--- src/rtl/serial_sub_ctrl.sv ---
// serial_sub_ctrl: bit-serial A - B - Bin sequencer that time-shares one
// 1-bit full subtractor cell over WIDTH clocks, LSB first, behind a
// start/busy/done handshake. Optional Z/V result flags are enabled by
// defining SERIAL_SUB_FLAGS_EN.
module serial_sub_ctrl #(
  parameter int unsigned WIDTH = 8
) (
  input  logic             clk,
  input  logic             rst_n,
  input  logic             start,
  input  logic [WIDTH-1:0] A,
  input  logic [WIDTH-1:0] B,
  input  logic             Bin,
  output logic             busy,
  output logic             done,
  output logic [WIDTH-1:0] S,
  output logic             Bout
`ifdef SERIAL_SUB_FLAGS_EN
  ,
  output logic             Z,
  output logic             V
`endif
);

  localparam int unsigned CNT_W = (WIDTH > 1) ? $clog2(WIDTH) : 1;
  localparam logic [CNT_W-1:0] LAST_BIT = CNT_W'(WIDTH - 1);

  typedef enum logic [1:0] {
    ST_IDLE = 2'd0,
    ST_RUN  = 2'd1,
    ST_DONE = 2'd2
  } state_t;

  state_t           r_state;
  logic             r_busy;
  logic             r_done;
  logic [WIDTH-1:0] r_s;
  logic             r_bout;
  logic [WIDTH-1:0] r_a_sh;
  logic [WIDTH-1:0] r_b_sh;
  logic [WIDTH-1:0] r_res_sh;
  logic             r_borrow;
  logic [CNT_W-1:0] r_cnt;

  logic             w_cell_a;
  logic             w_cell_b;
  logic             w_cell_s;
  logic             w_cell_bout;
  logic [WIDTH-1:0] w_res_next;

  // 1-bit full subtractor cell fed from the operand LSBs and the borrow chain
  assign w_cell_a    = r_a_sh[0];
  assign w_cell_b    = r_b_sh[0];
  assign w_cell_s    = w_cell_a ^ w_cell_b ^ r_borrow;
  assign w_cell_bout = (~w_cell_a & w_cell_b) | (~(w_cell_a ^ w_cell_b) & r_borrow);

  // Result shift register value including the bit produced this cycle
  assign w_res_next = {w_cell_s, r_res_sh[WIDTH-1:1]};

`ifdef SERIAL_SUB_FLAGS_EN
  logic r_a_msb;
  logic r_b_msb;
  logic r_z;
  logic r_v;

  // Capture operand sign bits on accept; flags update with S on completion
  always_ff @(posedge clk) begin
    if (!rst_n) begin
      r_a_msb <= 1'b0;
      r_b_msb <= 1'b0;
      r_z     <= 1'b0;
      r_v     <= 1'b0;
    end else begin
      if (r_state == ST_IDLE && start) begin
        r_a_msb <= A[WIDTH-1];
        r_b_msb <= B[WIDTH-1];
      end
      if (r_state == ST_RUN && r_cnt == LAST_BIT) begin
        r_z <= (w_res_next == '0);
        r_v <= (r_a_msb != r_b_msb) & (w_res_next[WIDTH-1] != r_a_msb);
      end
    end
  end

  assign Z = r_z;
  assign V = r_v;
`endif

  // Sequencer FSM with datapath shift registers and registered outputs
  always_ff @(posedge clk) begin
    if (!rst_n) begin
      r_state  <= ST_IDLE;
      r_busy   <= 1'b0;
      r_done   <= 1'b0;
      r_s      <= '0;
      r_bout   <= 1'b0;
      r_a_sh   <= '0;
      r_b_sh   <= '0;
      r_res_sh <= '0;
      r_borrow <= 1'b0;
      r_cnt    <= '0;
    end else begin
      r_done <= 1'b0;
      case (r_state)
        ST_IDLE: begin
          if (start) begin
            r_a_sh   <= A;
            r_b_sh   <= B;
            r_borrow <= Bin;
            r_cnt    <= '0;
            r_busy   <= 1'b1;
            r_state  <= ST_RUN;
          end
        end
        ST_RUN: begin
          r_a_sh   <= {1'b0, r_a_sh[WIDTH-1:1]};
          r_b_sh   <= {1'b0, r_b_sh[WIDTH-1:1]};
          r_res_sh <= w_res_next;
          r_borrow <= w_cell_bout;
          if (r_cnt == LAST_BIT) begin
            r_s     <= w_res_next;
            r_bout  <= w_cell_bout;
            r_done  <= 1'b1;
            r_state <= ST_DONE;
          end else begin
            r_cnt <= r_cnt + CNT_W'(1);
          end
        end
        ST_DONE: begin
          r_busy  <= 1'b0;
          r_state <= ST_IDLE;
        end
        default: begin
          r_busy  <= 1'b0;
          r_state <= ST_IDLE;
        end
      endcase
    end
  end

  assign busy = r_busy;
  assign done = r_done;
  assign S    = r_s;
  assign Bout = r_bout;

endmodule
--- config.mk ---
export PLATFORM = sky130hd
export DESIGN_NAME = serial_sub_ctrl
export DESIGN_NICKNAME = d
export VERILOG_FILES = /design/src/rtl/serial_sub_ctrl.sv
export SDC_FILE = /design/constraint.sdc
export NUM_CORES = 1
export LEC_CHECK = 0
export BUFFER_PORTS_ARGS = -buffer_cell sky130_fd_sc_hd__buf_2
export CAP_MARGIN = 20
export CORE_MARGIN = 4
export CORE_UTILIZATION = 40
export DETAILED_ROUTE_END_ITERATION = 10
export PLACE_DENSITY = 0.63
export SETUP_SLACK_MARGIN = 0.3
export SYNTH_ARGS = -nofsm -noshare
export SYNTH_HDL_FRONTEND = slang
export SYNTH_SLANG_ARGS = --single-unit
export TNS_END_PERCENT = 50
--- constraint.sdc ---
create_clock -name clk -period 1.2 [get_ports clk]
set_input_delay 0.12 -clock clk [delete_from_list [all_inputs] [get_ports clk]]
set_output_delay 0.12 -clock clk [all_outputs]
set_load 0.02 [all_outputs]
==> results of run 1 <==
==> cells in the mapped netlist (2+ instances only) <==
| library cell | n | area share, % |
|---|---|---|
| buf_4 | 3 | 1.4 |
| nand3_1 | 8 | 2.4 |
| nand2_1 | 22 | 5.0 |
| a32o_1 | 2 | 1.2 |
| o21ai_0 | 2 | 0.61 |
| nand4bb_1 | 2 | 1.4 |
| dfxtp_1 | 40 | 49 |
| a211oi_1 | 15 | 6.8 |
| o21ba_2 | 2 | 1.2 |
| buf_2 | 3 | 0.91 |
| nand2b_1 | 2 | 0.76 |
| nor2_1 | 20 | 4.6 |
| mux2i_1 | 15 | 9.1 |
| nor2b_1 | 2 | 0.76 |
| clkbuf_1 | 3 | 0.68 |
| inv_1 | 3 | 0.68 |
| a21oi_1 | 18 | 5.5 |
| ha_1 | 2 | 1.5 |
==> metrics by stage <==
step	instance area, um2	instances
global route	2560	278
CTS	2460	276
finish	2560	278
floorplan	1690	176
detailed placement	1950	260
global placement	1950	260
==> metal layers <==
metal / GRT usage (%) / up-vias
met2: 31.0 / 30
met1: 18.2 / 695
li1: - / 718
met4: 6.89 / 0
met5: 0 / -
met3: 5.82 / 7
==> power by group <==
| group | internal, mW | switching (mW) |
|---|---|---|
| logic | 0.301 | 0.272 |
| registers | 1.40 | 0.0545 |
| clock network | 0.459 | 0.470 |
==> repair_timing <==
action / 4_1_cts / 5_1_grt
endpoints found under the hold margin: 0 / 0
gates resized for setup: 78 / 29
pin swaps: 32 / 13
endpoints found under the setup margin: 50 / 51
hold buffers: 0 / 0
buffers inserted: 6 / 2
cloned: 2 / 0
==> registers in the layout, indices dropped and copies added (netlist names) <==
register / cells
r_state: 2
r_borrow: 1
S: 8
done: 1
Bout: 1
busy: 1
r_cnt: 3
r_a_sh: 8
r_b_sh: 8
r_res_sh: 7
==> cells by family (layout without fill, tap and decap cells) <==
logic type,after synthesis,after routing,synth area share [%]
AOI/OAI and AO/OA,42,42,16.9
adders and majority gates,3,3,2.74
buffers and inverters,16,68,6.01
DFF,40,40,48.7
muxes,15,15,9.13
and+or+nand+nor,60,60,16.5
==> cell usage in the layout, fill, tap and decap left out, drive strengths merged <==
cell / Yosys / routed
nand2b: 2 / 2
clkinv: 0 / 2
nand3b: 1 / 1
ha: 2 / 2
a32o: 2 / 2
fa: 1 / 1
a21oi: 18 / 18
nand3: 8 / 8
nor4: 1 / 1
a311oi: 1 / 1
o21bai: 1 / 1
nand4bb: 2 / 2
nor2: 20 / 20
o21ai: 2 / 2
inv: 4 / 4
buf: 9 / 56
nor3: 1 / 1
dfxtp: 40 / 40
mux2i: 15 / 15
and2b: 1 / 1
a211oi: 15 / 15
nor2b: 2 / 2
clkbuf: 3 / 6
a31o: 1 / 1
nand2: 22 / 22
o21ba: 2 / 2
==> worst max-delay path: stages, from the launching register on <==
cell	delay (ns)
dfxtp_2	0.34
ha_4	0.16
ha_4	0.17
nor2b_4	0.14
o21bai_4	0.08
a32o_1	0.24
==> final cells by class <==
class | instances | share of cell area (%)
clock buffer | 6 | 3.22
clock inverter | 2 | 0.390
inverter | 4 | 0.586
multi-input combinational | 120 | 41.3
sequential | 40 | 31.8
tap | 50 | 2.44
timing repair buffer | 56 | 20.3
==> final timing paths <==
path / from / endpoint / slack (ns)
worst max-delay path: r_cnt[0] / r_cnt[1] / -0.04
worst min-delay path: A[7] / r_a_sh[7] / 0.12
worst max register to register: r_cnt[0] / r_cnt[1] / -0.04
worst min register to register: S[2] / S[2] / 0.47
==> flow_summary.json, run 1 <==
{
  "status": "finished with violations",
  "violations": "setup timing",
  "crit_fanout": 3,
  "cts-root-buf": "clkbuf_8",
  "crit_type": "flip-flop to flip-flop",
  "fin_crit_sh_pct": 103,
  "antennaDiodeCount": 0,
  "ys.flop_type": "dfxtp_1",
  "drc": 0,
  "vias": 1450,
  "worstPathArrival_ns": 1.42,
  "synth_cell_types": 30,
  "nNetsFinal": 250,
  "finalHoldViolations": 0,
  "die_x_um": 72.1,
  "fin_util_pct": 64.1,
  "start_util_pct": 41.1,
  "period_needed_ns": 1.24,
  "drv_slew": 0,
  "synth-edff-count": 0,
  "reg2reg_depth": 5,
  "row_count": 23,
  "dp_slack_ns": -0.0983,
  "final.setup_skew_ns": 0.00887,
  "cts.sinks": 40,
  "numCtsBuffers": 5,
  "p_leak_nw": 0.984,
  "ys_seq_area_share_pct": 48.7,
  "globalplace.congestion": 0.696,
  "drive_gt1_share_pct": 64.0,
  "hold_slack_ns": 0.116,
  "grt-ovfl-total": 0,
  "yosys_warnings": 0,
  "syn_nets": 199,
  "synth-seq-cells": 40,
  "end_kind": "flip-flop",
  "viasPerCell": 5.22,
  "worst_pin_slew_ns": 0.375,
  "synthArstFlopShare_pct": 0,
  "grt_pass1_wl_um": 6900,
  "grtUsageTotal_pct": 17.2,
  "multi_input_area_um2": 1060,
  "setup_violations": 10,
  "dp.final_hpwl_um": 2310,
  "post_drt_wl_per_cell_um": 15.3,
  "grt_setup_unrepaired": "yes",
  "top_layer": "met4",
  "nFillCells": 319,
  "whs_path_depth": 3,
  "cts_tree": "built",
  "wl_met3_um": 174,
  "drtIter0Drc": 40,
  "die-area_um2": 5200,
  "clk_latency_ns": 0.30,
  "ioPinCount": 31,
  "finalWirelength_um": 4250,
  "grt_max_degree": 18,
  "avgSynthCellArea_um2": 9.34,
  "cts_max_level": 2,
  "routed-wl-met2_um": 2280,
  "fin_ws_ns": -0.0379,
  "syn_inst": 176,
  "worstPathRequired_ns": 1.38,
  "ant_nets": 0,
  "setup_tns_ns": -0.128,
  "max_freq_mhz": 808,
  "antenna_found_initial": 0,
  "powerDensity_nw_per_um2": 1150,
  "relSlewSlack_pct": 75.0,
  "clk_path_buf_depth": 2,
  "grt_pass1_vias": 1485,
  "wl_met1_um": 1710,
  "power.total_mw": 2.95,
  "ir_drop_uv": 729,
  "critPathLaunchType": "flip-flop",
  "syn-cell-area_um2": 1640,
  "io_buffers": 30,
  "syn2layout_area_growth_pct": 55.9,
  "dieHeight_um": 72.1,
  "design.core.area_um2": 4000,
  "hp-class": "input pin to flip-flop",
  "firstDrtPassIters": 4,
  "maxCapViolCount": 0,
  "ff_latch_area_um2": 815,
  "clk_pin_slew_ns": 0.08
}
Power figures use the tool's default switching activity.
==> run 2: changes to the inputs <==
Settings changed: ABC_AREA from default to 1.
==> run 2 against run 1 <==
The flow now finishes without violations. Area after synthesis increased by 0.68%. Non-clock buffer count decreased by 5. Register-to-register slack improved by 0.08 ns. Cell area decreased by 9.4%. Clock skew decreased by 0.0011 ns.
==> flow_summary.json, run 2 <==
{
  "synth_top_area_share_pct": 48.4,
  "synth.largest_area_cell": "dfxtp_1",
  "dieHeight_um": 72.3,
  "cp_slowest_cell": "dfxtp_2",
  "yosys_warnings": 0,
  "cts_tree": "built",
  "ioPinCount": 31,
  "row_count": 23,
  "whs_path_depth": 3,
  "post_drt_wl_per_cell_um": 12.0,
  "finalWirelength_um": 3930,
  "p_leak_nw": 1.09,
  "grt_pass1_vias": 1548,
  "worstPathArrival_ns": 1.35,
  "ir_drop_uv": 670,
  "ant_nets": 0,
  "cp_common_cell": "ha_4",
  "syn_nets": 251,
  "grt_max_degree": 17,
  "avgSynthCellArea_um2": 7.26,
  "cts_hold_buf": 0,
  "design.core.area_um2": 4000,
  "fin_crit_sh_pct": 96.1,
  "rr_startpoint": "r_cnt[1]",
  "clk_pin_slew_ns": 0.08,
  "drive_gt1_share_pct": 36.8,
  "syn_inst": 228,
  "antenna_found_initial": 0,
  "multi_input_area_um2": 852,
  "yosys-top-cells-area": "dfxtp_1, nor2_1, nand2_1",
  "numCtsBuffers": 5,
  "ff_latch_area_um2": 820,
  "relSlewSlack_pct": 83.4,
  "viasPerCell": 4.78,
  "end_kind": "flip-flop",
  "grt_setup_unrepaired": "yes",
  "final_cell_mix": "nor2_1, nand2_1, dfxtp_1, buf_2, o21ai_0",
  "finalHoldViolations": 0,
  "clk_path_buf_depth": 2,
  "status": "finished, final reports clean",
  "fin_util_pct": 58.1,
  "cts_max_level": 2,
  "synth-edff-count": 0,
  "min_from": "B[7]",
  "drtIter0Drc": 89,
  "period_needed_ns": 1.15,
  "maxCapViolCount": 0,
  "antennaDiodeCount": 0,
  "final.setup_skew_ns": 0.00778,
  "fin_ws_ns": 0.0467,
  "ys.flop_type": "dfxtp_1",
  "worstPathCellList": "ha_4 -> ha_4 -> inv_4 -> nor2_4 -> buf_4 -> o21ai_1 -> nor2_1",
  "io_buffers": 30,
  "dp.final_hpwl_um": 2570,
  "nFillCells": 373,
  "syn-cell-area_um2": 1660,
  "hp-class": "input pin to flip-flop",
  "vias": 1562,
  "die_x_um": 72.3,
  "ys_seq_area_share_pct": 48.4,
  "reg2reg_depth": 7,
  "yosysMostFrequentCell": "nor2_1",
  "critPathLaunchType": "flip-flop",
  "max_freq_mhz": 867,
  "die-area_um2": 5230,
  "synth_cell_types": 21,
  "power.total_mw": 3.01,
  "critPathLaunch": "r_cnt[1]",
  "powerDensity_nw_per_um2": 1300,
  "worstPathRequired_ns": 1.40,
  "cts.sinks": 40,
  "grt_pass1_wl_um": 7060,
  "crit_fanout": 3,
  "slowest_delay_ns": 0.34,
  "drv_slew": 0,
  "syn2layout_area_growth_pct": 40.3,
  "synthArstFlopShare_pct": 0,
  "globalplace.congestion": 0.814,
  "nNetsFinal": 299,
  "firstDrtPassIters": 4,
  "cts-root-buf": "clkbuf_8",
  "worst_pin_slew_ns": 0.248,
  "synth_common_cells": "nor2_1, nand2_1, dfxtp_1, o21ai_0, inv_1",
  "synth-seq-cells": 40,
  "final_common_cell": "nor2_1",
  "clk_latency_ns": 0.30,
  "grt-ovfl-total": 0,
  "start_util_pct": 41.4,
  "drc": 0,
  "grtUsageTotal_pct": 17.2,
  "setup_violations": 0,
  "dp_slack_ns": 0.0136,
  "crit_type": "flip-flop to flip-flop"
}
run 2: cell count changes after synthesis, sizes merged, moves of 3 or more:
cell and change:
nor2 +37, nand2 +36, o21ai +31, a211oi -15, mux2i -15, a21oi -11, inv +8, buf -3
run 2: logic make-up after synthesis:
family                     share of synthesized area [%]
and+or+nand+nor                                     30.0
AOI/OAI and AO/OA                                   12.3
DFF                                                 48.4
buffers and inverters                               6.58
adders and majority gates                           2.72
run 2: per-stage QoR:
step	setup TNS (ns)	hold WS (ns)	std cells	cell area, um2
floorplan	0	0.256	228	1690
global route	-0.131	0.0722	327	2320
finish	0	0.0717	327	2320
global placement	0	0.370	307	1900
CTS	0	0.0607	327	2250
detailed placement	0	0.382	307	1900
run 2: repair_timing:
action / CTS / global route
resized for setup: 36 / 31
endpoints found under the setup margin: 49 / 51
buffers inserted: 9 / 0
gates cloned: 3 / 0
pin swaps: 8 / 7
run 2: worst paths after layout:
| kind | end | slack, ns |
|---|---|---|
| setup reg to reg | S[5] | 0.05 |
| hold / removal | r_b_sh[7] | 0.07 |
| setup / recovery | S[5] | 0.05 |
| hold reg to reg | r_res_sh[5] | 0.47 |
run 2: final cells by class:
class	instances	share of cell area (%)
multi-input combinational	166	36.7
clock buffer	5	2.96
sequential	40	35.3
clock inverter	3	1.83
tap	50	2.69
inverter	12	2.26
timing repair buffer	51	18.3
run 2: metal layers:
layer  part of all wire [%]  track usage, %  up-vias
met5                      0               0        -
met4                    1.9            5.22        0
met3                    4.8            4.99       10
met2                     45            27.8       35
met1                     48            22.1      704
li1                       -               -      813
run 2: power breakdown:
group          switching [mW]  leakage, nW  internal, mW  total (mW)
Clock                   0.504       0.0541         0.616        1.12
Sequential             0.0490        0.333          1.40        1.45
Combinational           0.228        0.698         0.209       0.437
Total                   0.782         1.09          2.23        3.01
run 2: critical path, delay by kind of cell, from the launching register on:
kind | cells | cell delay (ns)
buffers and inverters | 2 | 0.18
AOI/OAI and AO/OA | 1 | 0.11
and+or+nand+nor | 2 | 0.09
adders and majority gates | 2 | 0.34
DFF | 1 | 0.34
==> run 3: changes to the inputs <==
Clock period 1.2 ns to 1 ns, I/O delays scaled along.
==> run 3 against run 2 <==
The run now ends with setup timing left. Largest cell class unchanged. Sequential power up 21%. Global-route usage down 1.5 points. Critical path type unchanged. Utilization up 8.3 points. Non-clock buffer count up 10. Clock power up 29%. Maximum frequency down 6.9%. Routed wire length up 19%. Clock skew about the same. Via count up 6.5%. First-iteration DRC count down 5.6%. Die area unchanged. Highest routed layer unchanged.
==> flow_summary.json, run 3 (synthesized netlist as in run 2, its figures left out) <==
{
  "p_int_mw": 2.90,
  "final_common_cell": "nor2_1",
  "cts_tree": "built",
  "postLayoutCellArea_um2": 2660,
  "worst_pin_slew_ns": 0.251,
  "grt_pass1_wl_um": 6480,
  "p_switching_mw": 0.979,
  "antennaDiodeCount": 0,
  "finalWirelength_um": 4660,
  "nNetsFinal": 310,
  "crit_fanout": 4,
  "numCtsBuffers": 5,
  "grtUsageTotal_pct": 15.7,
  "p_leak_nw": 1.22,
  "design.core.area_um2": 4000,
  "powerDensity_nw_per_um2": 1460,
  "fin_ws_ns": -0.239,
  "antenna_found_initial": 0,
  "grt_pass1_vias": 1440,
  "ir_drop_uv": 993,
  "viasPerCell": 4.92,
  "die-area_um2": 5230,
  "nFillCells": 326,
  "relSlewSlack_pct": 83.2,
  "placedInstanceArea_um2": 2010,
  "max_freq_mhz": 807,
  "post_drt_wl_per_cell_um": 13.8,
  "setup_violations": 39,
  "crit_type": "flip-flop to flip-flop",
  "final.setup_skew_ns": 0.00824,
  "clk_latency_ns": 0.29,
  "firstDrtPassIters": 4,
  "cts-root-buf": "clkbuf_8",
  "worstPathRequired_ns": 1.22,
  "critPathLaunchType": "flip-flop",
  "final_cell_mix": "nor2_1, dfxtp_1, nand2_1, buf_2, buf_4",
  "drc": 0,
  "dieHeight_um": 72.3,
  "ant_nets": 0,
  "violations": "setup timing",
  "status": "finished with violations",
  "seqPwrFrac_pct": 45.2,
  "drv_slew": 0,
  "maxCapViolCount": 0,
  "p_comb_share_pct": 17.6,
  "drtIter0Drc": 84,
  "io_buffers": 30,
  "clk_pin_slew_ns": 0.08,
  "grt_setup_unrepaired": "yes",
  "cts_hold_buf": 0,
  "globalplace.congestion": 0.721,
  "dp.final_hpwl_um": 2590,
  "row_count": 23,
  "start_util_pct": 41.4,
  "fin_crit_sh_pct": 124,
  "clk_path_buf_depth": 2,
  "die_x_um": 72.3,
  "period_needed_ns": 1.24,
  "setup_tns_ns": -5.20,
  "cts_max_level": 2,
  "vias": 1664,
  "rrSetupSlack_ns": -0.24,
  "end_kind": "flip-flop",
  "hp-class": "input pin to flip-flop",
  "grt-ovfl-total": 0,
  "syn2layout_area_growth_pct": 60.4,
  "switching_share_pct": 25.2,
  "cts.sinks": 40,
  "pwr-share-clk_pct": 37.2,
  "finalHoldViolations": 0,
  "worstPathArrival_ns": 1.46,
  "ioPinCount": 31,
  "drive_gt1_share_pct": 48.6,
  "grt_max_degree": 25
}
==> run 3: through the flow <==
stage / power (mW) / setup slack, ns / hold WS [ns] / instances / utilization, %
after global routing: 4.02 / -0.292 / 0.0724 / 338 / 66.4
final: 3.88 / -0.239 / 0.0556 / 338 / 66.4
after detailed placement: 2.22 / -0.151 / 0.366 / 315 / 50.4
after floorplan: 2.05 / -0.0751 / 0.236 / 228 / -
after CTS: 3.72 / -0.167 / 0.0568 / 327 / 57.8
after global placement: 2.22 / -0.152 / 0.360 / 315 / 50.4
==> run 3: worst paths after layout <==
| kind | start | endpoint | cells after the start |
|---|---|---|---|
| worst max-delay path | r_cnt[0] | r_cnt[2] | 6 |
| worst min-delay path | B[7] | r_b_sh[7] | 3 |
| worst max register to register | r_cnt[0] | r_cnt[2] | 6 |
| worst min register to register | r_res_sh[1] | r_res_sh[1] | 2 |
==> run 3: final cells by class <==
type,count,area [um2],share of cell area [%]
multi-input cells,167,1010,38.0
repair buffers,61,591,22.2
inverters,12,52.6,1.98
flip-flops and latches,40,813,30.6
clock buffers,7,96.3,3.63
clock inverters,1,30.0,1.13
well taps,50,62.6,2.36
==> run 3: routing by layer <==
metal	vias up	track usage (%)	routed length, um
met5	-	0	0
met1	775	19.9	2030
met4	0	5.01	57
met3	9	3.32	238
met2	35	26.6	2340
li1	845	-	-
==> run 3: critical path, cell delays in order (launching register included) <==
cell	delay [ns]
dfxtp_2	0.34
ha_4	0.16
ha_4	0.17
buf_4	0.15
nor2_4	0.14
nand2_1	0.08
a21oi_1	0.13
==> run 3: timing repair <==
action | 4_1_cts | 5_1_grt
endpoints found under the setup margin | 51 | 51
gates cloned | 1 | 5
setup buffers | 3 | 6
pin swaps | 5 | 34
gates resized for setup | 46 | 67
==> run 3: power groups by stage <==
stage,logic [mW],registers [mW],clock network [mW]
2_1_floorplan,0.282,1.77,0
3_3_place_gp,0.445,1.77,0
3_5_place_dp,0.449,1.77,0
4_1_cts,0.520,1.74,1.45
5_1_grt,0.747,1.76,1.51
6_report,0.683,1.75,1.44
